## src/rtl/pixel_job_scheduler.sv

```systemverilog
// Pixel job scheduler: walks a frame in raster order and hands one pixel job per
// transfer to a set of ray-tracing cores in strict round-robin order.
//
// Ports:
//   aclk, aresetn         clock, synchronous active-low reset
//   start                 one-cycle request to render one frame
//   image_width/height    frame dimensions in pixels (latched at start)
//   no_of_extra_cores     active cores minus one (clamped to MAX_CORES-1)
//   job_ready             per-core ready
//   job_valid             per-core job offer, one-hot or zero
//   job_index/job_x/job_y 1-based raster index and 0-based column/row of the offer
//   busy                  high while a frame is in progress
//   frame_done            one-cycle pulse after the last job is accepted
//   cfg_error             one-cycle pulse when start is rejected for a zero dimension
module pixel_job_scheduler #(
    parameter int unsigned MAX_CORES = 2,
    parameter int unsigned IDX_W     = 32
) (
    input  logic                 aclk,
    input  logic                 aresetn,
    input  logic                 start,
    input  logic [12:0]          image_width,
    input  logic [12:0]          image_height,
    input  logic [1:0]           no_of_extra_cores,
    input  logic [MAX_CORES-1:0] job_ready,
    output logic [MAX_CORES-1:0] job_valid,
    output logic [IDX_W-1:0]     job_index,
    output logic [12:0]          job_x,
    output logic [12:0]          job_y,
    output logic                 busy,
    output logic                 frame_done,
    output logic                 cfg_error
);

    localparam int unsigned CoreW = (MAX_CORES > 1) ? $clog2(MAX_CORES) : 1;

    typedef enum logic [1:0] {
        StIdle,
        StDispatch,
        StDone
    } state_e;

    state_e             state_q, state_d;
    logic [12:0]        width_q, width_d;
    logic [CoreW-1:0]   n_active_q, n_active_d;
    logic [CoreW-1:0]   core_q, core_d;
    logic [IDX_W-1:0]   index_q, index_d;
    logic [IDX_W-1:0]   total_q, total_d;
    logic [12:0]        x_q, x_d;
    logic [12:0]        y_q, y_d;
    logic               cfg_error_q, cfg_error_d;

    logic [25:0]        frame_pixels;
    logic               transfer;

    assign frame_pixels = image_width * image_height;

    // Only the selected core's ready matters; the others are ignored.
    assign transfer = (state_q == StDispatch) && job_ready[core_q];

    always_comb begin
        state_d     = state_q;
        width_d     = width_q;
        n_active_d  = n_active_q;
        core_d      = core_q;
        index_d     = index_q;
        total_d     = total_q;
        x_d         = x_q;
        y_d         = y_q;
        cfg_error_d = 1'b0;

        unique case (state_q)
            StIdle: begin
                if (start) begin
                    if ((image_width != 13'd0) && (image_height != 13'd0)) begin
                        width_d = image_width;
                        if (32'(no_of_extra_cores) > (MAX_CORES - 1)) begin
                            n_active_d = CoreW'(MAX_CORES - 1);
                        end else begin
                            n_active_d = CoreW'(no_of_extra_cores);
                        end
                        // Height is only needed through the total pixel count.
                        total_d = IDX_W'(frame_pixels);
                        index_d = IDX_W'(1);
                        x_d     = 13'd0;
                        y_d     = 13'd0;
                        core_d  = '0;
                        state_d = StDispatch;
                    end else begin
                        cfg_error_d = 1'b1;
                    end
                end
            end
            StDispatch: begin
                if (transfer) begin
                    if (index_q == total_q) begin
                        // Last job accepted: hold the final job's coordinates.
                        state_d = StDone;
                    end else begin
                        index_d = index_q + IDX_W'(1);
                        if (x_q == width_q - 13'd1) begin
                            x_d = 13'd0;
                            y_d = y_q + 13'd1;
                        end else begin
                            x_d = x_q + 13'd1;
                        end
                        if (core_q == n_active_q) begin
                            core_d = '0;
                        end else begin
                            core_d = core_q + CoreW'(1);
                        end
                    end
                end
            end
            StDone: begin
                state_d = StIdle;
            end
            default: begin
                state_d = StIdle;
            end
        endcase
    end

    always_ff @(posedge aclk) begin
        if (!aresetn) begin
            state_q     <= StIdle;
            width_q     <= 13'd0;
            n_active_q  <= '0;
            core_q      <= '0;
            index_q     <= '0;
            total_q     <= '0;
            x_q         <= 13'd0;
            y_q         <= 13'd0;
            cfg_error_q <= 1'b0;
        end else begin
            state_q     <= state_d;
            width_q     <= width_d;
            n_active_q  <= n_active_d;
            core_q      <= core_d;
            index_q     <= index_d;
            total_q     <= total_d;
            x_q         <= x_d;
            y_q         <= y_d;
            cfg_error_q <= cfg_error_d;
        end
    end

    always_comb begin
        job_valid = '0;
        if (state_q == StDispatch) begin
            job_valid[core_q] = 1'b1;
        end
    end

    assign job_index  = index_q;
    assign job_x      = x_q;
    assign job_y      = y_q;
    assign busy       = (state_q != StIdle);
    assign frame_done = (state_q == StDone);
    assign cfg_error  = cfg_error_q;

endmodule

```

## config.mk

```make
export PLATFORM = sky130hd
export DESIGN_NAME = pixel_job_scheduler
export DESIGN_NICKNAME = d
export VERILOG_FILES = /design/src/rtl/pixel_job_scheduler.sv
export SDC_FILE = /design/constraint.sdc
export NUM_CORES = 1
export LEC_CHECK = 0
export BUFFER_PORTS_ARGS = -buffer_cell sky130_fd_sc_hd__buf_2
export CAP_MARGIN = 40
export CORE_MARGIN = 4
export CORE_UTILIZATION = 49
export CTS_BUF_LIST = sky130_fd_sc_hd__clkbuf_2
export CTS_CLUSTER_DIAMETER = 50
export DETAILED_ROUTE_END_ITERATION = 8
export PLACE_DENSITY = 0.68
export RECOVER_POWER = 100
export SKIP_LAST_GASP = 1
export SLEW_MARGIN = 20
export SYNTH_ARGS = -nofsm -noshare
export SYNTH_HDL_FRONTEND = slang
export SYNTH_SLANG_ARGS = --single-unit
```

## constraint.sdc

```tcl
create_clock -name aclk -period 7.1 [get_ports aclk]
set_clock_uncertainty 0.1 [all_clocks]
set_input_delay 0.355 -clock aclk [delete_from_list [all_inputs] [get_ports aclk]]
set_output_delay 0.355 -clock aclk [all_outputs]
set_load 0.05 [all_outputs]
```

# Word level (Yosys, flattened, before mapping)
# Index checks and enable logic that the tools add are counted.
dict set report totals {
  reg_bits 102
  input_bits 33
  output_inout_bits 63
  elab_cells 75
}
dict set report classes {
  add_sub_neg 5
  multipliers 1
  n_lt_le_gt_ge 3
  n_eq_ne 11
  n_mux 33
  n_reduce_logical 13
}
# operator count
set op_table {}
lappend op_table {{two-way mux 32 bit} 4}
lappend op_table {{two-way mux 13 bit} 8}
lappend op_table {{one-hot mux 32 bit (2 select lines)} 1}
lappend op_table {{one-hot mux 13 bit (2 select lines)} 2}
lappend op_table {{adder 32 x 1 -> 32 bit (second input constant)} 1}
lappend op_table {{equality test 32 x 26 -> 1 bit} 1}
lappend op_table {{adder 13 x 1 -> 13 bit (second input constant)} 2}
lappend op_table {{multiplier 13 x 13 -> 26 bit} 1}
lappend op_table {{nonzero test 13 bit} 2}
lappend op_table {{equality test 13 bit} 1}
lappend op_table {{subtractor 13 x 1 -> 13 bit (second input constant)} 1}
lappend op_table {{two-way mux 1 bit} 10}
lappend op_table {{two-way mux 2 bit} 5}
lappend op_table {{!= test 2 bit (second input constant)} 4}
lappend op_table {{AND reduction 3 bit} 2}
lappend op_table {{AND reduction 6 bit} 1}
lappend op_table {{AND reduction 5 bit} 1}
lappend op_table {{!= test 2 x 1 -> 1 bit (second input constant)} 2}
lappend op_table {{one-hot mux 2 bit (2 select lines)} 1}
lappend op_table {{AND reduction 4 bit} 1}
lappend op_table {{nonzero test 2 bit} 2}
lappend op_table {{logical AND 1 bit} 3}
lappend op_table {{equality test 2 x 1 -> 1 bit (second input constant)} 1}
lappend op_table {{equality test 2 bit (second input constant)} 1}
lappend op_table {{8 further kinds} 8}

# Depth between registers and ports, before layout
# Gate-level depths: netlist of the first run.
dict set report logic_depth {
  depth_word 6
  mapped_depth 21
  mapped_depth_nobuf 20
}

# Least setup slack after synthesis of the first run
# OpenSTA, ideal clock, no wires.
dict set report synth_timing {
  path_type {input-to-reg}
  start {input image_height[12]}
  end {register total_q[25]}
  setup_ns 0.122
  arrival_ns 5.218
  t_required_ns 6.878
  path_slack_ns 1.660
  path_stages 20
  path_buffers 1
  cell_sequence {clkbuf_1 > and2_1 > fa_1 > inv_1 > fa_1 > fa_1 > inv_1 > fa_1 > inv_1 > fa_1 > inv_1 > ha_1 > and3_1 > and3_1 > a22oi_1 > a31oi_1 > a21o_1 > a41oi_1 > nor2_1 > a311o_1}
}
dict set report synth_between {
  elab_chain_cells 3
  word_cells_on_any_way 4
  cone_classes {mul: 1; reduce/logical: 3}
}
# element line_no
set synth_rtl {}
lappend synth_rtl {{start: declaration} 23} ;# input logic [12:0] image_height,
lappend synth_rtl {{branches (longest 3 deep; another with multiplier 13 x 13 -> 26 bit)} -}
lappend synth_rtl {{end signal: assignment} 141} ;# total_q <= total_d;
lappend synth_rtl {{end: declaration} 48} ;# logic [IDX_W-1:0] total_q, total_d;
# Parallel ways; which one is timed is not known.
# A chain may end at the register's enable or synchronous reset.

# Worst setup path after layout of the first run
dict set report layout_timing {
  start {input image_width[8]}
  end {register total_q[25]}
}
dict set report layout_between {
  elab_chain_cells 3
  word_cells_on_any_way 4
  cone_classes {mul: 1; reduce/logical: 3}
}
# element line_no
set layout_rtl {}
lappend layout_rtl {{start: declaration} 22} ;# input logic [12:0] image_width,
lappend layout_rtl {{branches (longest 3 deep; another with multiplier 13 x 13 -> 26 bit)} -}
# Parallel ways; which one is timed is not known.

==> summary by stage, run 1 <==
Detailed routing
After detailed routing, the average wire length per cell comes to roughly 16 um. The first routing iteration left 642 violations. Once detail routing completed, the nets flagged for antenna violations numbered 0. For this block, the routed nets add up to 25.7 mm of wire. The via count normalized by instance count is 5.42.

In the routed design, unresolved DRC markers number 0. The routed layout has 8,818 vias. The first TritonRoute pass finished after 5 iterations.

Worst setup path
The endpoint identified for the worst register-to-register timing path is job_y[9]$_SDFFE_PN0P_. On the worst path, the slowest cell contributes a delay of 0.63 ns. The kind of cell adding the most delay to the critical path is adder cells. The startpoint of the worst register-to-register path is state_q[0]$_SDFFE_PN0P_. The critical path goes through dlygate4sd3_1 -> clkbuf_1 -> nand2_1 -> fa_1 -> inv_1 -> fa_1 -> fa_1 -> fa_1 -> inv_1 -> fa_1 -> inv_1 -> ha_1 -> nand2_1 -> nor4_1 -> nand3_1 -> a31oi_1 -> a21o_1 -> a41oi_1 -> a311o_1. The worst setup path is captured at a register. The arrival time of data at the critical path endpoint is 6.39 ns.

Measured in cells, the most critical reg-to-reg path has a length of 8. Counting both buffers and inverters, the worst setup path holds a total of 5. The worst setup path is of the in -> reg kind.

The master of the slowest instance on the critical path is sky130_fd_sc_hd__clkbuf_1. The required arrival time at the worst endpoint is 7.52 ns. The largest fanout of any net on the critical path is 15. The worst setup path is launched from an input pin. The dominant cell type by count on the critical path is sky130_fd_sc_hd__fa_1. The worst register-to-register path has a setup slack of 2.94 ns.

Timing
The clock period could shrink to 5.97 ns. The worst-case headroom to the max-slew limit is -28.3%. Setup violations remaining at the end of the flow were counted as 0. In the finished design, the share of the clock period the worst path needs comes to 84.1%. The fmax is roughly 170 MHz.

The count of endpoints failing hold in the final timing report is 0. On the final layout, the worst hold slack is 0.0758 ns. In the final timing run, aggregate negative setup slack is 0 ns. For the pin with the worst max-slew slack, the measured transition is between 1.5 and 2 ns.

Setup repair after global routing left no endpoint under its margin. The max-slew violation count was 86.

Power and ir drop
The switching share of power is 49.7%. Per report_power, the sequential group accounts for around a fifth of the total. In this run the static leakage power is 5.22 nW.

The worst-case vdd ir drop is 0.269 mV. Combinational cells account for slightly above 70% of the total power. The total power per unit cell area is 295 nW/um2. The switching power total is roughly 0.0017 W. The clock share of power is 7.4%. Cell internal power was estimated by the tool at roughly 0.0017 W.

Synth
The number of standard cells after synthesis is ~1,300. For this run, the register share of the synthesized area comes to 19.4%. The area of the mapped netlist is 10,500 um2. The most used flip-flop cell after synthesis is sky130_fd_sc_hd__dfxtp_1. The number of flops mapped to enable cells by yosys is 0. The netlist uses 52 different library cells. The number of storage elements in the synthesis netlist is 102. A synthesized cell averages a little over 8 um2. The number of warnings printed during yosys synthesis is 0. The net count after synthesis is ~1,500. The proportion of register bits with asynchronous set or reset after synthesis is 0%.

Final layout
In the final layout, the share of cells above drive strength 1 is about 4%. The count of cells in the finished layout, fillers not included, comes to 1,627. The final net count is 1,574. The area growth from synthesis to layout is 7.52%. In the layout the commonest cells are sky130_fd_sc_hd__nand2_1 (189), sky130_fd_sc_hd__inv_1 (180), sky130_fd_sc_hd__fa_1 (121), sky130_fd_sc_hd__dfxtp_1 (102), sky130_fd_sc_hd__and2_1 (77). The count of filler cells inserted in the layout is 2,023. The leading cell type in the layout, fill and taps excluded is sky130_fd_sc_hd__nand2_1.

Cells fill a little over half of the core in the end.

Placed design
The count of input and output buffers is 95. At the end of routability-driven placement, the weighted congestion stood at 0.913. Including well taps, the total number of placed cells is 1,592. The wire-length estimate of the detail-placed layout is 20.0 mm.

Clock tree
The clock sink count is 102. The number of buffers added for setup after CTS is 0. The number of clock buffers inserted by TritonCTS is 9. The tree is rooted in a sky130_fd_sc_hd__clkbuf_2. Clock-pin slew was measured on the worst setup and hold paths at 0.26 ns. CTS built an H-tree with a depth of 3. For the worst-skew pair, the clock arrives at the later sink with an insertion delay of around 0.6 ns. The clock passes through at most 2 buffers. TritonCTS built the clock tree.

Run
The max-cap violation count is 2.

Floorplanning
The row count is 53. Once the floorplan was initialized, standard cells occupied 50.0% of the core. The vertical extent of the die is 155 um. The area of the die is 23,900 um2. The chip width is 155 um. The core region is 21,100 um2.

96 I/O pins were placed.

Status
The flow ran to the end, but the final reports show violations. The final reports fail on max-capacitance violations, max-slew violations.

Global routing
The overall fraction of global-route tracks in use is approximately 22%. The via count of the first global-routing pass is 8,881. The maximum number of pins on one net before global-route repair is 47.

The first global-routing pass estimated roughly 44 mm of wire. For this run the aggregate overflow at the end of global routing stands at 0. The initial antenna violation count is 1.

Min path
The launch point of the worst hold path is image_width[5]. Counting instances, the worst hold path has a depth of 3. The worst hold path terminates at width_q[5]$_SDFFE_PN0P_. The path class of the tightest hold or removal check is in -> reg.
[cell type report]
type / count / area [um2] / share of cell area (%)
antenna: 2 / 5.00 / 0.0442
multi-input combinational: 935 / 7570 / 66.8
timing repair buffer: 116 / 603 / 5.32
inverter: 181 / 679 / 5.99
clock buffer: 10 / 50.0 / 0.442
sequential: 102 / 2040 / 18.0
tap: 275 / 344 / 3.04
clock inverter: 6 / 37.5 / 0.331
[cell usage after synthesis (7+ instances only)]
library cell               count  area (um2)
sky130_fd_sc_hd__nand2_1     189         709
sky130_fd_sc_hd__inv_1       180         676
sky130_fd_sc_hd__fa_1        121        2420
sky130_fd_sc_hd__dfxtp_1     102        2040
sky130_fd_sc_hd__and2_1       80         500
sky130_fd_sc_hd__ha_1         75         938
sky130_fd_sc_hd__a21oi_1      68         340
sky130_fd_sc_hd__nor2_1       62         233
sky130_fd_sc_hd__xor2_1       55         482
sky130_fd_sc_hd__clkbuf_1     52         195
sky130_fd_sc_hd__xnor2_1      39         342
sky130_fd_sc_hd__nand4_1      38         238
sky130_fd_sc_hd__nand3_1      30         150
sky130_fd_sc_hd__o21ai_0      28         140
sky130_fd_sc_hd__nor3_1       19        95.1
sky130_fd_sc_hd__and3_1       17         106
sky130_fd_sc_hd__nor4_1       17         106
sky130_fd_sc_hd__or3_1        15        93.8
sky130_fd_sc_hd__a21o_1        9        67.6
sky130_fd_sc_hd__o211ai_1      8        60.1
sky130_fd_sc_hd__nand2b_1      7        43.8
sky130_fd_sc_hd__or4_1         7        52.6
[worst max path at each step]
stage | startpoint | end | slack [ns] | cells past startpoint
finish | image_width[8] | total_q[25]$_SDFFE_PN0P_ | 1.13 | 19
detailed placement | image_width[5] | total_q[25]$_SDFFE_PN0P_ | 1.39 | 20
floorplan | image_height[12] | total_q[25]$_SDFFE_PN0P_ | 1.66 | 20
CTS | image_width[6] | total_q[22]$_SDFFE_PN0P_ | 1.52 | 20
global placement | image_height[12] | total_q[25]$_SDFFE_PN0P_ | 1.44 | 20
global route | image_width[8] | total_q[25]$_SDFFE_PN0P_ | 0.90 | 19
[state kept, by name (all words and copies together), names as in the netlist]
signal and flops:
n_active_q 1, job_x 13, job_y 13, total_q 26, width_q 13, job_index 32, core_q 1, cfg_error 1
state_q 2
[repair_timing]
action / CTS / global route
resized for setup: 0 / 0
hold buffers: 14 / 0
hold endpoints to repair: 12 / 0
[power by group through the flow]
stage | clock [W] | sequential, W | combinational (W)
after global placement | 0 | 0.000683 | 0.00242
final | 0.000247 | 0.000671 | 0.00243
after CTS | 0.000257 | 0.000672 | 0.00246
after floorplan | 0 | 0.000677 | 0.00190
after detailed placement | 0 | 0.000683 | 0.00243
after global routing | 0.000278 | 0.000677 | 0.00280
[metal layers]
layer / track usage [%] / routed length, um / share of wire (%)
met5: 0 / 0 / 0
met4: 6.27 / 604 / 2.3
met3: 3.02 / 1060 / 4.1
met2: 40.3 / 13300 / 52
met1: 28.0 / 10800 / 42
[kinds of logic (layout without fill, tap and decap cells)]
logic type	count (synthesis)	in the layout	share of synthesized area (%)
simple gates	499	499	23.7
buf+inv	240	313	8.66
mux	6	6	0.570
xor+xnor	94	94	7.81
flops	102	102	19.4
compound gates	140	140	8.01
fa+ha+maj	196	196	31.9
other cells	0	2	0
[tightest hold or removal path, stage by stage]
cell and delay, ns:
sky130_fd_sc_hd__buf_2 0.20, sky130_fd_sc_hd__nand2_1 0.13, sky130_fd_sc_hd__a21oi_1 0.07
[per-stage QoR]
step	total power (W)	instance area, um2	setup slack [ns]
after floorplan	0.00258	10500	1.66
after global placement	0.00310	11200	1.44
after detailed placement	0.00311	11200	1.39
after CTS	0.00339	11400	1.52
after global routing	0.00375	11300	0.898
final	0.00335	11300	1.13
Power figures use the tool's default switching activity.
==> inputs of run 2 (changes only) <==
Clock period 7.1 ns to 5.8 ns, I/O delays scaled along.
==> run 2 against run 1 <==
Compared with the run above:
- clock power up 17%
- hold slack worse by 0.0018 ns
- die area unchanged
- final area up 0.58%
- utilization up 0.31 points
- global-route usage up 0.52 points
- the flow still finishes with violations (max-capacitance violations, max-slew violations)
- first-iteration DRC count down 23%
- combinational power up 24%
- via count up 0.35%
- critical path depth up 2
- sequential share of layout area down 0.10 points
- total power up 23%
==> summary by stage, run 2 (same netlist as run 1, synthesis figures left out) <==
Global routing
The overall fraction of global-route tracks in use is 22.9% (was 22.3%). The first-pass GRT wire length came to 45.0 mm (was 43.7 mm). The global route total overflow is 0 (unchanged). The maximum number of pins on one net before global-route repair was 47 (unchanged). The via count of the first global-routing pass came to 8,950 (was 8,881). The initial antenna violation count came to 1 (unchanged).

Timing
The part of the cycle the worst path needs is 96.3%. The post-route setup TNS is 0 ns (unchanged). The worst-case headroom to the max-slew limit was -27.6% (was -28.3%). RSZ-0062 raised after global routing: no (unchanged). The actual slew at the worst max-slew pin is 1.91 ns (was 1.92 ns). The max-slew violation count is 86 (unchanged).

The final number of setup-violating endpoints is 0 (unchanged). The count of endpoints failing hold in the final timing report was 0 (unchanged). The post-layout minimum cycle time is 5.59 ns.

The tightest hold margin is 0.0739 ns (was 0.0758 ns). The fmax is 179 MHz.

Clock tree
The number of clock buffers inserted by TritonCTS is 9 (unchanged). The clock root buffer is sky130_fd_sc_hd__clkbuf_2 (unchanged). The clock slew at the register clock pins of the worst setup and hold paths is 0.24 ns (was 0.26 ns). The number of buffers between clock root and the deepest sink is 2 (unchanged).

The H-tree depth reported by CTS was 3 (unchanged). The post-cts resize count is 0 (unchanged). The later-pin clock latency in the skew report is 0.61 ns (about the same). The clock sink count is 102 (unchanged). The TritonCTS clock tree is built (unchanged).

Worst setup path
The kind of critical path is in -> reg (unchanged). The startpoint type of the worst setup path is an input pin (unchanged). The arrival time of data at the critical path endpoint is 5.99 ns (was 6.39 ns).

The required arrival time at the worst endpoint is 6.21 ns (was 7.52 ns). The kind of end point of the critical path is a register (unchanged). The largest fanout of any net on the critical path is 15 (unchanged).

Detailed routing
The via total after detailed routing is 8,849 (was 8,818). The DRC violation count after routing was 0 (unchanged). The via count normalized by instance count is 5.41 (was 5.42). The number of design-rule violations left by the first detailed-router iteration came to 493 (was 642). The iteration count of the initial detailed-routing pass is 5 (unchanged). The average wire per cell in the routed design is 16.1 um (was 15.8 um). The number of routed nets with antenna violations was 0 (unchanged). The overall routed net length is 26.4 mm (was 25.7 mm).

Final layout
The number of flip-flops in the largest register was 32 (unchanged). The count of filler cells inserted in the layout was 2,063 (was 2,023). The area growth from synthesis to layout was 8.15% (was 7.52%). The final net count was 1,585 (was 1,574). Commonest cells after routing, fill and taps aside: sky130_fd_sc_hd__nand2_1 (189), sky130_fd_sc_hd__inv_1 (180), sky130_fd_sc_hd__fa_1 (121), sky130_fd_sc_hd__dfxtp_1 (102), sky130_fd_sc_hd__and2_1 (78) (was sky130_fd_sc_hd__nand2_1 (189), sky130_fd_sc_hd__inv_1 (180), sky130_fd_sc_hd__fa_1 (121), sky130_fd_sc_hd__dfxtp_1 (102), sky130_fd_sc_hd__and2_1 (77)).

The total area of multi-input combinational cells is 7570 um2 (unchanged). The leading cell type in the layout, fill and taps excluded is sky130_fd_sc_hd__nand2_1 (unchanged). The ratio of cells with drive above 1 in the final layout is 4.42% (was 4.00%). The sequential cell area in the final layout was 2040 um2 (unchanged).

Floorplanning
The core outline area is 21,100 um2 (unchanged). The vertical extent of the die is 155 um (unchanged). The number of I/O pins is 96 (unchanged). The chip width is 155 um (unchanged). The row count was 53 (unchanged). The effective utilization at floorplan came to 50.0% (unchanged). The area of the die is 23,900 um2 (unchanged).

Status
Violations in the final reports: max-capacitance violations, max-slew violations (unchanged). Run status: finished with violations (unchanged).

Power and ir drop
The total leakage power was 5.25 nW (was 5.22 nW). The total power per unit cell area is 362 nW/um2 (was 295 nW/um2). The worst-case vdd ir drop is 0.394 mV (was 0.269 mV).

Min path
The worst min-delay path class is in -> reg (unchanged).

Placed design
The weighted congestion reported at the end of routability-driven placement is 0.892 (was 0.913). The count of input and output buffers is 95 (unchanged). The sum of net half-perimeters after detailed placement was 20.2 mm (was 20.0 mm).

Run
The max-cap violation count is 2 (unchanged).
run 2: worst paths after layout:
check	cells after the start	startpoint	to	slack (ns)
max	21	image_width[8]	total_q[25]$_SDFFE_PN0P_	0.21
min	4	image_width[0]	width_q[0]$_SDFFE_PN0P_	0.07
max reg2reg	8	state_q[0]$_SDFFE_PN0P_	job_y[10]$_SDFFE_PN0P_	1.67
min reg2reg	2	total_q[14]$_SDFFE_PN0P_	total_q[14]$_SDFFE_PN0P_	0.39
run 2: worst max-delay path, cell delays in order:
cell and delay [ns]:
sky130_fd_sc_hd__dlygate4sd3_1 0.53, sky130_fd_sc_hd__buf_2 0.24, sky130_fd_sc_hd__and2_1 0.21, sky130_fd_sc_hd__fa_1 0.53
sky130_fd_sc_hd__inv_1 0.05, sky130_fd_sc_hd__fa_1 0.48, sky130_fd_sc_hd__fa_1 0.55, sky130_fd_sc_hd__inv_1 0.05
sky130_fd_sc_hd__fa_1 0.52, sky130_fd_sc_hd__inv_1 0.05, sky130_fd_sc_hd__fa_1 0.52, sky130_fd_sc_hd__inv_1 0.04
sky130_fd_sc_hd__ha_1 0.35, sky130_fd_sc_hd__and3_1 0.21, sky130_fd_sc_hd__and3_1 0.20, sky130_fd_sc_hd__a22oi_1 0.16
sky130_fd_sc_hd__a31oi_1 0.15, sky130_fd_sc_hd__a21o_1 0.22, sky130_fd_sc_hd__a41oi_1 0.28, sky130_fd_sc_hd__nor2_1 0.08
sky130_fd_sc_hd__a311o_1 0.27
run 2: layout make-up:
type                            instances  area share, %
Clock buffer                            9          0.395
Antenna cell                            3         0.0658
Inverter                              181           5.96
Timing Repair Buffer                  127           5.98
Tap cell                              275           3.02
Multi-Input combinational cell        935           66.4
Sequential cell                       102           17.9
Clock inverter                          4          0.241
run 2: repair_timing:
action / CTS / global route
hold buffers: 18 / 1
hold endpoints to repair: 19 / 1
setup buffers: 0 / 0
run 2: where the power goes:
group | total (W) | switching, W | internal [W]
combinational | 0.00302 | 0.00176 | 0.00126
clock | 0.000289 | 0.000241 | 0.0000478
sequential | 0.000822 | 0.0000576 | 0.000765
run 2: metal layers:
layer	GRT usage, %	routed length [um]	up-vias
li1	-	-	4270
met1	28.9	11100	4323
met2	40.2	13300	205
met3	3.67	1190	51
met4	7.11	748	0
met5	0	0	-
run 2: metrics by stage:
stage | instance area (um2) | std cells | total power (W) | setup WS, ns | util (%)
2_1_floorplan | 10500 | 1277 | 0.00315 | 0.425 | -
3_3_place_gp | 11200 | 1598 | 0.00381 | 0.265 | 53.2
3_5_place_dp | 11200 | 1599 | 0.00384 | 0.168 | 53.3
4_1_cts | 11500 | 1630 | 0.00416 | 0.278 | 54.5
5_1_grt | 11400 | 1636 | 0.00465 | 0.0580 | 54.1
6_report | 11400 | 1636 | 0.00413 | 0.214 | 54.1
